$ cat src/rtl/floating_to_int.sv
// floating_to_int
//   Multi-cycle IEEE-754 single-precision to 32-bit signed integer converter.
//   Rounds toward zero and saturates out-of-range values. NaN returns
//   NAN_RESULT. The magnitude is aligned with a shifter that moves one bit per
//   cycle, which keeps the datapath small.
//
// Ports
//   clk        clock; all logic on posedge
//   rst_n      synchronous active-low reset
//   in_valid   in_float is valid
//   in_ready   converter is idle and can accept an operand
//   in_float   operand {sign[31], exponent[30:23], mantissa[22:0]}
//   out_valid  out_int / out_flags are valid (held until out_ready)
//   out_ready  consumer accepts the result
//   out_int    signed integer result
//   out_flags  {invalid, overflow, inexact}
module floating_to_int #(
  parameter logic [31:0] NAN_RESULT = 32'h80000000
) (
  input  logic        clk,
  input  logic        rst_n,
  input  logic        in_valid,
  output logic        in_ready,
  input  logic [31:0] in_float,
  output logic        out_valid,
  input  logic        out_ready,
  output logic [31:0] out_int,
  output logic [2:0]  out_flags
);

  typedef enum logic [2:0] {
    IDLE,
    CLASSIFY,
    SHIFT,
    NEGATE,
    DONE
  } state_t;

  state_t      state_q, state_d;
  logic [31:0] op_q, op_d;
  logic [31:0] data_q, data_d;
  logic [2:0]  flags_q, flags_d;
  logic [4:0]  cnt_q, cnt_d;
  logic        left_q, left_d;

  logic        sign_w;
  logic [7:0]  exp_w;
  logic [22:0] mant_w;
  logic [31:0] sat_w;
  logic [7:0]  dist_w;

  assign sign_w = op_q[31];
  assign exp_w  = op_q[30:23];
  assign mant_w = op_q[22:0];
  assign sat_w  = sign_w ? 32'h80000000 : 32'h7FFFFFFF;
  // The significand starts aligned so that bit 23 has weight 2^23 (e = 150);
  // the shift distance is the exponent's distance from that point.
  assign dist_w = (exp_w >= 8'd150) ? (exp_w - 8'd150) : (8'd150 - exp_w);

  always_comb begin
    state_d = state_q;
    op_d    = op_q;
    data_d  = data_q;
    flags_d = flags_q;
    cnt_d   = cnt_q;
    left_d  = left_q;
    case (state_q)
      IDLE: begin
        if (in_valid) begin
          op_d    = in_float;
          state_d = CLASSIFY;
        end
      end
      CLASSIFY: begin
        flags_d = '0;
        cnt_d   = '0;
        left_d  = 1'b0;
        state_d = DONE;
        if (exp_w == 8'd255 && mant_w != '0) begin
          data_d  = NAN_RESULT;
          flags_d = 3'b100;
        end else if (exp_w == 8'd255) begin
          data_d  = sat_w;
          flags_d = 3'b010;
        end else if (exp_w == 8'd158 && sign_w && mant_w == '0) begin
          data_d  = 32'h80000000;
        end else if (exp_w >= 8'd158) begin
          data_d  = sat_w;
          flags_d = 3'b010;
        end else if (exp_w < 8'd127) begin
          data_d     = '0;
          flags_d[0] = (exp_w != '0) || (mant_w != '0);
        end else begin
          data_d  = {8'd0, 1'b1, mant_w};
          left_d  = (exp_w >= 8'd150);
          cnt_d   = dist_w[4:0];
          state_d = (dist_w == '0) ? NEGATE : SHIFT;
        end
      end
      SHIFT: begin
        if (left_q) begin
          data_d = {data_q[30:0], 1'b0};
        end else begin
          data_d     = {1'b0, data_q[31:1]};
          flags_d[0] = flags_q[0] | data_q[0];
        end
        cnt_d = cnt_q - 5'd1;
        if (cnt_q == 5'd1) begin
          state_d = NEGATE;
        end
      end
      NEGATE: begin
        if (sign_w) begin
          data_d = ~data_q + 32'd1;
        end
        state_d = DONE;
      end
      DONE: begin
        if (out_ready) begin
          state_d = IDLE;
        end
      end
      default: state_d = IDLE;
    endcase
  end

  always_ff @(posedge clk) begin
    if (!rst_n) begin
      state_q <= IDLE;
      op_q    <= '0;
      data_q  <= '0;
      flags_q <= '0;
      cnt_q   <= '0;
      left_q  <= 1'b0;
    end else begin
      state_q <= state_d;
      op_q    <= op_d;
      data_q  <= data_d;
      flags_q <= flags_d;
      cnt_q   <= cnt_d;
      left_q  <= left_d;
    end
  end

  assign in_ready  = (state_q == IDLE);
  assign out_valid = (state_q == DONE);
  assign out_int   = data_q;
  assign out_flags = flags_q;

endmodule

$ cat config.mk
export PLATFORM = sky130hd
export DESIGN_NAME = floating_to_int
export DESIGN_NICKNAME = d
export VERILOG_FILES = /design/src/rtl/floating_to_int.sv
export SDC_FILE = /design/constraint.sdc
export NUM_CORES = 1
export LEC_CHECK = 0
export CAP_MARGIN = 20
export CORE_MARGIN = 5
export CORE_UTILIZATION = 50
export DETAILED_ROUTE_END_ITERATION = 12
export PLACE_DENSITY_LB_ADDON = 0.1
export REMOVE_ABC_BUFFERS = 1
export SYNTH_ARGS = -nofsm -noshare
export SYNTH_HDL_FRONTEND = slang
export SYNTH_SLANG_ARGS = --single-unit
$ cat constraint.sdc
create_clock -name clk -period 1.9 [get_ports clk]
set_input_delay 0.38 -clock clk [delete_from_list [all_inputs] [get_ports clk]]
set_output_delay 0.38 -clock clk [all_outputs]
set_load 0.01 [all_outputs]
==> impl_metrics.ini, run 1 <==
[timing]
timing.final.crit_period_ps = 2130
final-max-slew-violation-count = 0
fin_setup_tns_ps = -4980
fin_worst_skew_ps = 9.96
worstMarginPinSlew_ps = 409
rsz0062_at_grt = yes
finalHoldViolations = 0
achievable-frequency_ghz = 0.470
slew_headroom_pct = 72.5
setup_viol = 30
postLayoutSetupSlackWorst_ps = -230
final.hold.worst_slack_ps = 486
min_period_over_period_pct = 112

[setup_path]
timing.critical_path.cells = nor4_4 > nand4_1 > or3_4 > a32oi_4 > buf_12 > o221ai_2 > o221a_2
worstReg2RegStart = op_q[0]
critPathMaxFanout = 6
regToRegSetupSlack_ps = -230
crit_buf_inv = 1
critical_path.startpoint_type = register
cp_data_arrival_time_ps = 2370
worst-r2r-cell-count = 7
worst_path_dominant_cell_family = simple AND/OR/NAND/NOR gates
criticalPathCategory = register to register
cp.required_ps = 2140
timing.rr.end = out_int[19]
timing.critical_path.to_type = register
crit_path_max_incr_delay_ps = 380
crit_path_top_delay_cell = sky130_fd_sc_hd__or3_4

[drt]
post_detailed_route_drc_marker_count = 0
ant_nets = 0
dr.first_iter.drc_count = 316
routed-via-count = 5550
wire_per_inst_um = 17.2
vias_per_cell = 5.79
drt-total-wl_mm = 16.5
firstDrtPassIters = 5

[run_status]
violations = setup timing
outcome = finished, violations left

[hold_path]
worst_hold_startpoint = out_flags[1]
timing.hold.worst_path_depth = 2
worst_hold_path.endpoint = out_flags[1]
hold_path_class = register to register

[clock_network]
clk_path_buf_depth = 2
cts.sinks = 76
ctsHtreeMaxLevel = 3
clockRootBuffer = sky130_fd_sc_hd__clkbuf_8
clkLatencyLatePin_ps = 350
tritoncts = yes
cts-buffers-inserted = 9
clkTransAtPathRegs_ps = 90

[global_route]
vias_in_the_first_global_route = 5388
grt_first_pass_wirelength_mm = 26.6
grt_overflow = 0
grt_util_all_layers_pct = 25.3
grt_max_degree = 54
antenna_violations_before_repair = 0

[power]
power.leakage_nw = 3.01
p_per_area_nw_per_um2 = 737
vdd_drop_max_mv = 0.449

[cells_and_area]
utilization_pct = 75.1
areaGrowthSynthToFinish_pct = 47.8
most-common-layout-cells = sky130_fd_sc_hd__buf_4, sky130_fd_sc_hd__nand2_1, sky130_fd_sc_hd__clkdlybuf4s50_1, sky130_fd_sc_hd__dfxtp_1, sky130_fd_sc_hd__nor2_1
antenna-diode-count = 0
num-nets-final = 863
layout.cells.most_common = sky130_fd_sc_hd__buf_4
layout-drive-gt1-share_pct = 33.5

[run]
cap_violations = 0

[synth]
number_of_flops_mapped_to_enable_cells_by_yosys = 0
netlist_instances = 648
syn_area_per_cell_um2 = 7.98
yosysWarningCount = 0
postSynth.topFlopCell = sky130_fd_sc_hd__dfxtp_1
post-synth-top-area-cell = sky130_fd_sc_hd__dfxtp_1
synth_cell_types = 66
async_reset_ff_share_pct = 0
synth_top_cell_area_share_pct = 29.4
synth_sequential_area_ratio_pct = 29.4
synth_area_um2 = 5170
synth_seq_cells = 76
post_synth_main_area_contributors = sky130_fd_sc_hd__dfxtp_1, sky130_fd_sc_hd__nand2_1, sky130_fd_sc_hd__mux2i_1

[place]
port_buffers = 72
placer_s_final_routability_congestion_estimate = 0.906
hpwlAfterDp_mm = 11.5

[floorplanning]
core.rowCount = 37
chipHeight_um = 112
fp.dieArea_um2 = 12500
die_span_in_x_um = 112
design.core.area_um2 = 10200
floorplan.io_pins = 73
initial_utilization_pct = 50.8
[final cells by class]
type | instances | area, µm²
Clock buffer | 10 | 128
Inverter | 11 | 41.3
Sequential cell | 76 | 1550
Fill cell | 747 | 2540
Timing Repair Buffer | 216 | 1970
Clock inverter | 6 | 88.8
Tap cell | 136 | 170
Multi-Input combinational cell | 504 | 3700
[state kept, by name, indices dropped and copies added, names as in the netlist]
| register | flops |
|---|---|
| cnt_q | 5 |
| left_q | 1 |
| op_q | 32 |
| state_q | 3 |
| out_int | 32 |
| out_flags | 3 |
[cell families (layout without fill, tap and decap cells)]
kind of cell	after synthesis	after routing	share of synthesized area (%)
and+or+nand+nor	241	241	23.9
muxes	35	35	6.92
xor gates and xnor gates	24	24	4.06
AOI/OAI and AO/OA	195	195	27.4
adders and majority gates	9	9	2.18
DFF	76	76	29.4
buffers and inverters	68	243	6.10
[layer usage]
metal  vias up  global-route usage, %  wire [µm]
li1       2701                      -          -
met1      2646                   34.3       7340
met2       192                   42.8       8050
met3        11                   3.86        953
met4         0                   5.52        165
met5         -                      0          0
[worst max-delay path by stage]
stage	from	endpoint	slack (ps)	depth (start not counted)
floorplan	state_q[0]	out_int[10]	-2300	4
global placement	op_q[0]	out_int[18]	-340	7
detailed placement	op_q[0]	out_int[19]	-360	7
CTS	op_q[22]	out_int[19]	-200	7
global route	op_q[3]	out_int[19]	-310	7
finish	op_q[0]	out_int[19]	-230	7
[timing repair]
action                     in CTS  in global routing
buffers inserted                9                  7
pin swaps                      33                 44
resized for setup              48                 67
hold buffers                    0                  0
cloned                          1                  2
setup endpoints to repair      41                 46
[worst min-delay path, stage by stage, from the launching register on]
cell and delay [ps]:
sky130_fd_sc_hd__dfxtp_1 330, sky130_fd_sc_hd__nand2_1 60, sky130_fd_sc_hd__a21boi_1 50
[Yosys cell counts, drive strengths merged (3+ instances only)]
| cell | number |
|---|---|
| nand2 | 99 |
| dfxtp | 76 |
| nor2 | 49 |
| a21oi | 46 |
| clkbuf | 42 |
| a21boi | 36 |
| o21ai | 33 |
| mux2i | 29 |
| o221ai | 23 |
| o221a | 19 |
| nor3 | 17 |
| buf | 15 |
| nand3 | 13 |
| nor4 | 13 |
| xnor2 | 12 |
| xor2 | 12 |
| inv | 11 |
| and2 | 9 |
| ha | 9 |
| a31oi | 8 |
| nand2b | 8 |
| nand4 | 8 |
| mux2 | 6 |
| or3 | 6 |
| and3 | 5 |
| a2bb2oi | 3 |
| nor2b | 3 |
| o2111ai | 3 |
| o31a | 3 |
[where the power goes]
group	switching (mW)	internal (mW)	leakage, nW	total, mW
Combinational	1.14	1.19	2.27	2.33
Clock	0.654	0.741	0.102	1.39
Sequential	0.166	1.75	0.630	1.91
[stage by stage]
step / std cells / power [mW] / instance area [µm²] / setup slack, ps
5_1_grt: 959 / 5.93 / 7650 / -310
3_5_place_dp: 927 / 3.99 / 6840 / -364
3_3_place_gp: 927 / 3.94 / 6840 / -345
4_1_cts: 953 / 5.48 / 7320 / -205
2_1_floorplan: 591 / 3.01 / 4900 / -2300
6_report: 959 / 5.64 / 7650 / -230
No activity file was read; power rests on OpenSTA's default activity.
==> run 2, diff against run 1 <==
Settings changed: MAX_ROUTING_LAYER set to met4.
==> impl_metrics.ini, run 2 (synthesis gave the netlist of run 1 again) <==
[floorplanning]
initial_utilization_pct = 50.8
floorplan.io_pins = 73
fp.dieArea_um2 = 12500
die_span_in_x_um = 112
chipHeight_um = 112
design.core.area_um2 = 10200
core.rowCount = 37

[global_route]
grt_first_pass_wirelength_mm = 26.8
grt_overflow = 0
vias_in_the_first_global_route = 5408
grt_util_all_layers_pct = 26.6
grt_max_degree = 54
antenna_violations_before_repair = 0

[timing]
finalHoldViolations = 0
final-max-slew-violation-count = 0
final.hold.worst_slack_ps = 488
timing.final.crit_period_ps = 2120
postLayoutSetupSlackWorst_ps = -220
rsz0062_at_grt = yes
worstMarginPinSlew_ps = 381
fin_worst_skew_ps = 14.2
min_period_over_period_pct = 112
achievable-frequency_ghz = 0.472
setup_viol = 30
slew_headroom_pct = 74.6

[cells_and_area]
areaGrowthSynthToFinish_pct = 45.4
most-common-layout-cells = sky130_fd_sc_hd__buf_4, sky130_fd_sc_hd__nand2_1, sky130_fd_sc_hd__clkdlybuf4s50_1, sky130_fd_sc_hd__dfxtp_1, sky130_fd_sc_hd__nor2_1
seq_area_um2 = 1550
utilization_pct = 73.8
final_cell_area_um2 = 7520
layout.cells.most_common = sky130_fd_sc_hd__buf_4
num-nets-final = 863
multiInputGateArea_um2 = 3640
layout-drive-gt1-share_pct = 33.4
num-fill-cells = 788
antenna-diode-count = 0

[power]
vdd_drop_max_mv = 0.386
power.leakage_nw = 2.98
power_mw = 5.44
p_per_area_nw_per_um2 = 724

[setup_path]
timing.critical_path.to_type = register
critPathMaxFanout = 6
cp_data_arrival_time_ps = 2390
crit_path_top_delay_cell = sky130_fd_sc_hd__or3_4
worst_path_dominant_cell_family = simple AND/OR/NAND/NOR gates
criticalPathCategory = register to register
crit_buf_inv = 1
critical_path.startpoint_type = register
cp.required_ps = 2170
timing.critical_path.cells = nor4_4 > nand4_1 > or3_4 > a32oi_4 > buf_12 > o221ai_1 > o221a_2
crit_path_max_incr_delay_ps = 420

[drt]
drt-total-wl_mm = 16.6
firstDrtPassIters = 6
dr.first_iter.drc_count = 333
ant_nets = 0
vias_per_cell = 5.82
routed-via-count = 5578
wire_per_inst_um = 17.3
post_detailed_route_drc_marker_count = 0

[place]
placer_s_final_routability_congestion_estimate = 0.908
port_buffers = 72
hpwlAfterDp_mm = 11.6
placed_area_um2 = 6880

[clock_network]
clockRootBuffer = sky130_fd_sc_hd__clkbuf_8
clk_path_buf_depth = 2
clkTransAtPathRegs_ps = 100
cts-buffers-inserted = 9
cts.sinks = 76
hold_buffers = 0
ctsHtreeMaxLevel = 3
tritoncts = yes
clkLatencyLatePin_ps = 370

[hold_path]
hold_path_class = register to register

[run]
cap_violations = 0

[run_status]
outcome = finished, violations left
violations = setup timing
run 2: tightest hold or removal path, delay by kind of cell (launching register included):
kind	cells	cell delay, ps
simple gates	1	60
compound gates	1	50
flops	1	330
run 2: path summary, 6_finish.rpt:
check               startpoint           end  slack (ps)  depth (start not counted)
setup / recovery      op_q[22]   out_int[17]        -220                          7
hold / removal    out_flags[1]  out_flags[1]         490                          2
setup reg to reg      op_q[22]   out_int[17]        -220                          7
hold reg to reg   out_flags[1]  out_flags[1]         490                          2
run 2: through the flow:
stage	setup slack, ps	setup TNS, ps	cells
5_1_grt	-292	-6180	959
4_1_cts	-214	-4650	955
3_5_place_dp	-393	-9710	930
3_3_place_gp	-350	-8590	930
2_1_floorplan	-2300	-77370	591
6_report	-220	-4090	959
run 2: power by group:
group          total, mW  internal [mW]  leakage, nW  switching (mW)
clock               1.20          0.495       0.0921           0.703
combinational       2.34           1.19         2.26            1.15
sequential          1.91           1.75        0.630           0.162
total               5.44           3.43         2.98            2.01
run 2: cell type report:
class | instances | area share (%)
clock buffers | 9 | 1.65
well taps | 136 | 2.26
multi-input cells | 504 | 48.4
flip-flops and latches | 76 | 20.5
repair buffers | 216 | 25.9
clock inverters | 7 | 0.782
inverters | 11 | 0.549
run 2: metal layers:
metal | vias to the layer above | wire [µm] | track usage, %
li1 | 2713 | - | -
met1 | 2657 | 7590 | 35.1
met2 | 185 | 7820 | 42.7
met3 | 23 | 888 | 3.70
met4 | 0 | 265 | 7.22
met5 | - | 0 | -
run 2: what timing repair did:
action                                  in CTS  in global routing
buffers inserted                             9                  5
pin swaps                                   41                 36
gates cloned                                 1                  1
endpoints found under the setup margin      47                 44
resized for setup                           58                 50
==> run 3, diff against run 2 <==
Settings changed: PLACE_DENSITY set to 0.79, PLACE_DENSITY_LB_ADDON 0.1 to not set, SKIP_LAST_GASP set to 1.
==> impl_metrics.ini, run 3 (synthesis gave the netlist of run 1 again) <==
[global_route]
grt_max_degree = 54
antenna_violations_before_repair = 0
grt_util_all_layers_pct = 28.1
grt_first_pass_wirelength_mm = 28.3
grt_overflow = 0
vias_in_the_first_global_route = 5760

[drt]
routed-via-count = 5995
dr.first_iter.drc_count = 672
drt-total-wl_mm = 18.6
post_detailed_route_drc_marker_count = 0
firstDrtPassIters = 5
vias_per_cell = 6.21
wire_per_inst_um = 19.2
ant_nets = 0

[clock_network]
hold_buffers = 0
clockRootBuffer = sky130_fd_sc_hd__clkbuf_8
clkTransAtPathRegs_ps = 90
ctsHtreeMaxLevel = 3
clkLatencyLatePin_ps = 370
tritoncts = yes
cts-buffers-inserted = 9
cts.sinks = 76
clk_path_buf_depth = 2

[setup_path]
critPathMaxFanout = 5
crit_path_top_delay_cell = sky130_fd_sc_hd__or3_4
criticalPathCategory = register to register
timing.critical_path.to_type = register
crit_buf_inv = 2
timing.critical_path.cells = nor4_4 > nand4_1 > or3_4 > a32oi_4 > buf_6 > buf_8 > nor2_1 > o221a_2
worst-r2r-cell-count = 8
cp.required_ps = 2170
timing.rr.end = out_int[12]
critical_path_depth = 8
worstReg2RegStart = op_q[11]
regToRegSetupSlack_ps = -340
critical_path.startpoint_type = register
cp_data_arrival_time_ps = 2510
worst_path_dominant_cell_family = simple AND/OR/NAND/NOR gates
crit_path_max_incr_delay_ps = 460

[cells_and_area]
layout.cells.most_common = sky130_fd_sc_hd__buf_4
layout-drive-gt1-share_pct = 34.0
final_cell_area_um2 = 7620
num-fill-cells = 705
areaGrowthSynthToFinish_pct = 47.4
antenna-diode-count = 0
num-nets-final = 870
most-common-layout-cells = sky130_fd_sc_hd__buf_4, sky130_fd_sc_hd__nand2_1, sky130_fd_sc_hd__clkdlybuf4s50_1, sky130_fd_sc_hd__dfxtp_1, sky130_fd_sc_hd__a21oi_1

[timing]
fin_worst_skew_ps = 18.6
worstMarginPinSlew_ps = 491
postLayoutSetupSlackWorst_ps = -341
min_period_over_period_pct = 118
final-max-slew-violation-count = 0
achievable-frequency_ghz = 0.446
setup_viol = 32
timing.final.crit_period_ps = 2240
finalHoldViolations = 0
rsz0062_at_grt = yes
slew_headroom_pct = 66.9
fin_setup_tns_ps = -7400
final.hold.worst_slack_ps = 460

[floorplanning]
core.rowCount = 37
fp.dieArea_um2 = 12500
die_span_in_x_um = 112
chipHeight_um = 112
floorplan.io_pins = 73
design.core.area_um2 = 10200
initial_utilization_pct = 50.8

[place]
placer_s_final_routability_congestion_estimate = 0.934
hpwlAfterDp_mm = 11.6
placed_area_um2 = 6890
port_buffers = 72
pre_cts_slack_ps = -325

[hold_path]
worst_hold_startpoint = out_flags[1]
timing.hold.worst_path_depth = 2
hold_path_class = register to register
worst_hold_path.endpoint = out_flags[1]

[power]
p_per_area_nw_per_um2 = 745
power_mw = 5.68
vdd_drop_max_mv = 0.432
power.leakage_nw = 2.98

[run_status]
violations = setup timing
outcome = finished, violations left

[run]
cap_violations = 0
==> run 3: changes by cell type in the layout (fill, tap and decap cells not counted), sizes merged, moves of 2 or more <==
cell	change
buf	+8
inv	-3
clkdlybuf4s50	+4
dlygate4sd2	-2
dlymetal6s2s	-2
==> run 3: how the worst max path moves through the flow <==
stage / from / endpoint
after global routing: out_int[0] / out_int[24]
final: op_q[11] / out_int[12]
after global placement: op_q[0] / out_int[18]
after detailed placement: op_q[0] / out_int[17]
after floorplan: state_q[0] / out_int[10]
after CTS: op_q[11] / out_int[17]
==> run 3: what timing repair did <==
action,CTS,global route
gates cloned,1,0
resized for setup,55,58
buffers inserted,11,5
pin swaps,23,25
setup endpoints to repair,49,42
==> run 3: routing by layer <==
layer | vias to the layer above | routed length (µm) | global-route usage [%]
li1 | 2721 | - | -
met1 | 2820 | 7320 | 33.8
met2 | 367 | 8930 | 46.4
met3 | 87 | 1530 | 4.02
met4 | 0 | 782 | 13.1
met5 | - | 0 | -
==> run 3: final cells by class <==
class                      count  area, µm²  area share, %
tap                          136        170           2.23
clock inverter                 5       62.6          0.820
sequential                    76       1550           20.4
clock buffer                  11        131           1.72
multi-input combinational    504       3680           48.3
timing repair buffer         223       1980           26.0
inverter                      11       41.3          0.542
==> run 3: per-stage QoR <==
stage / std cells / utilization [%]
after floorplan: 591 / -
after global placement: 934 / 67.7
after detailed placement: 934 / 67.7
after CTS: 962 / 72.4
after global routing: 966 / 74.9
final: 966 / 74.9
==> run 3: worst min-delay path, cell delays in order (launching register included) <==
cell and delay [ps]:
sky130_fd_sc_hd__dfxtp_1 310, sky130_fd_sc_hd__nand2_1 50, sky130_fd_sc_hd__a21boi_1 50
==> run 3: power by group <==
group          total (mW)  internal, mW  switching [mW]
logic                2.46          1.25            1.22
registers            1.93          1.75           0.179
clock network        1.29         0.613           0.672
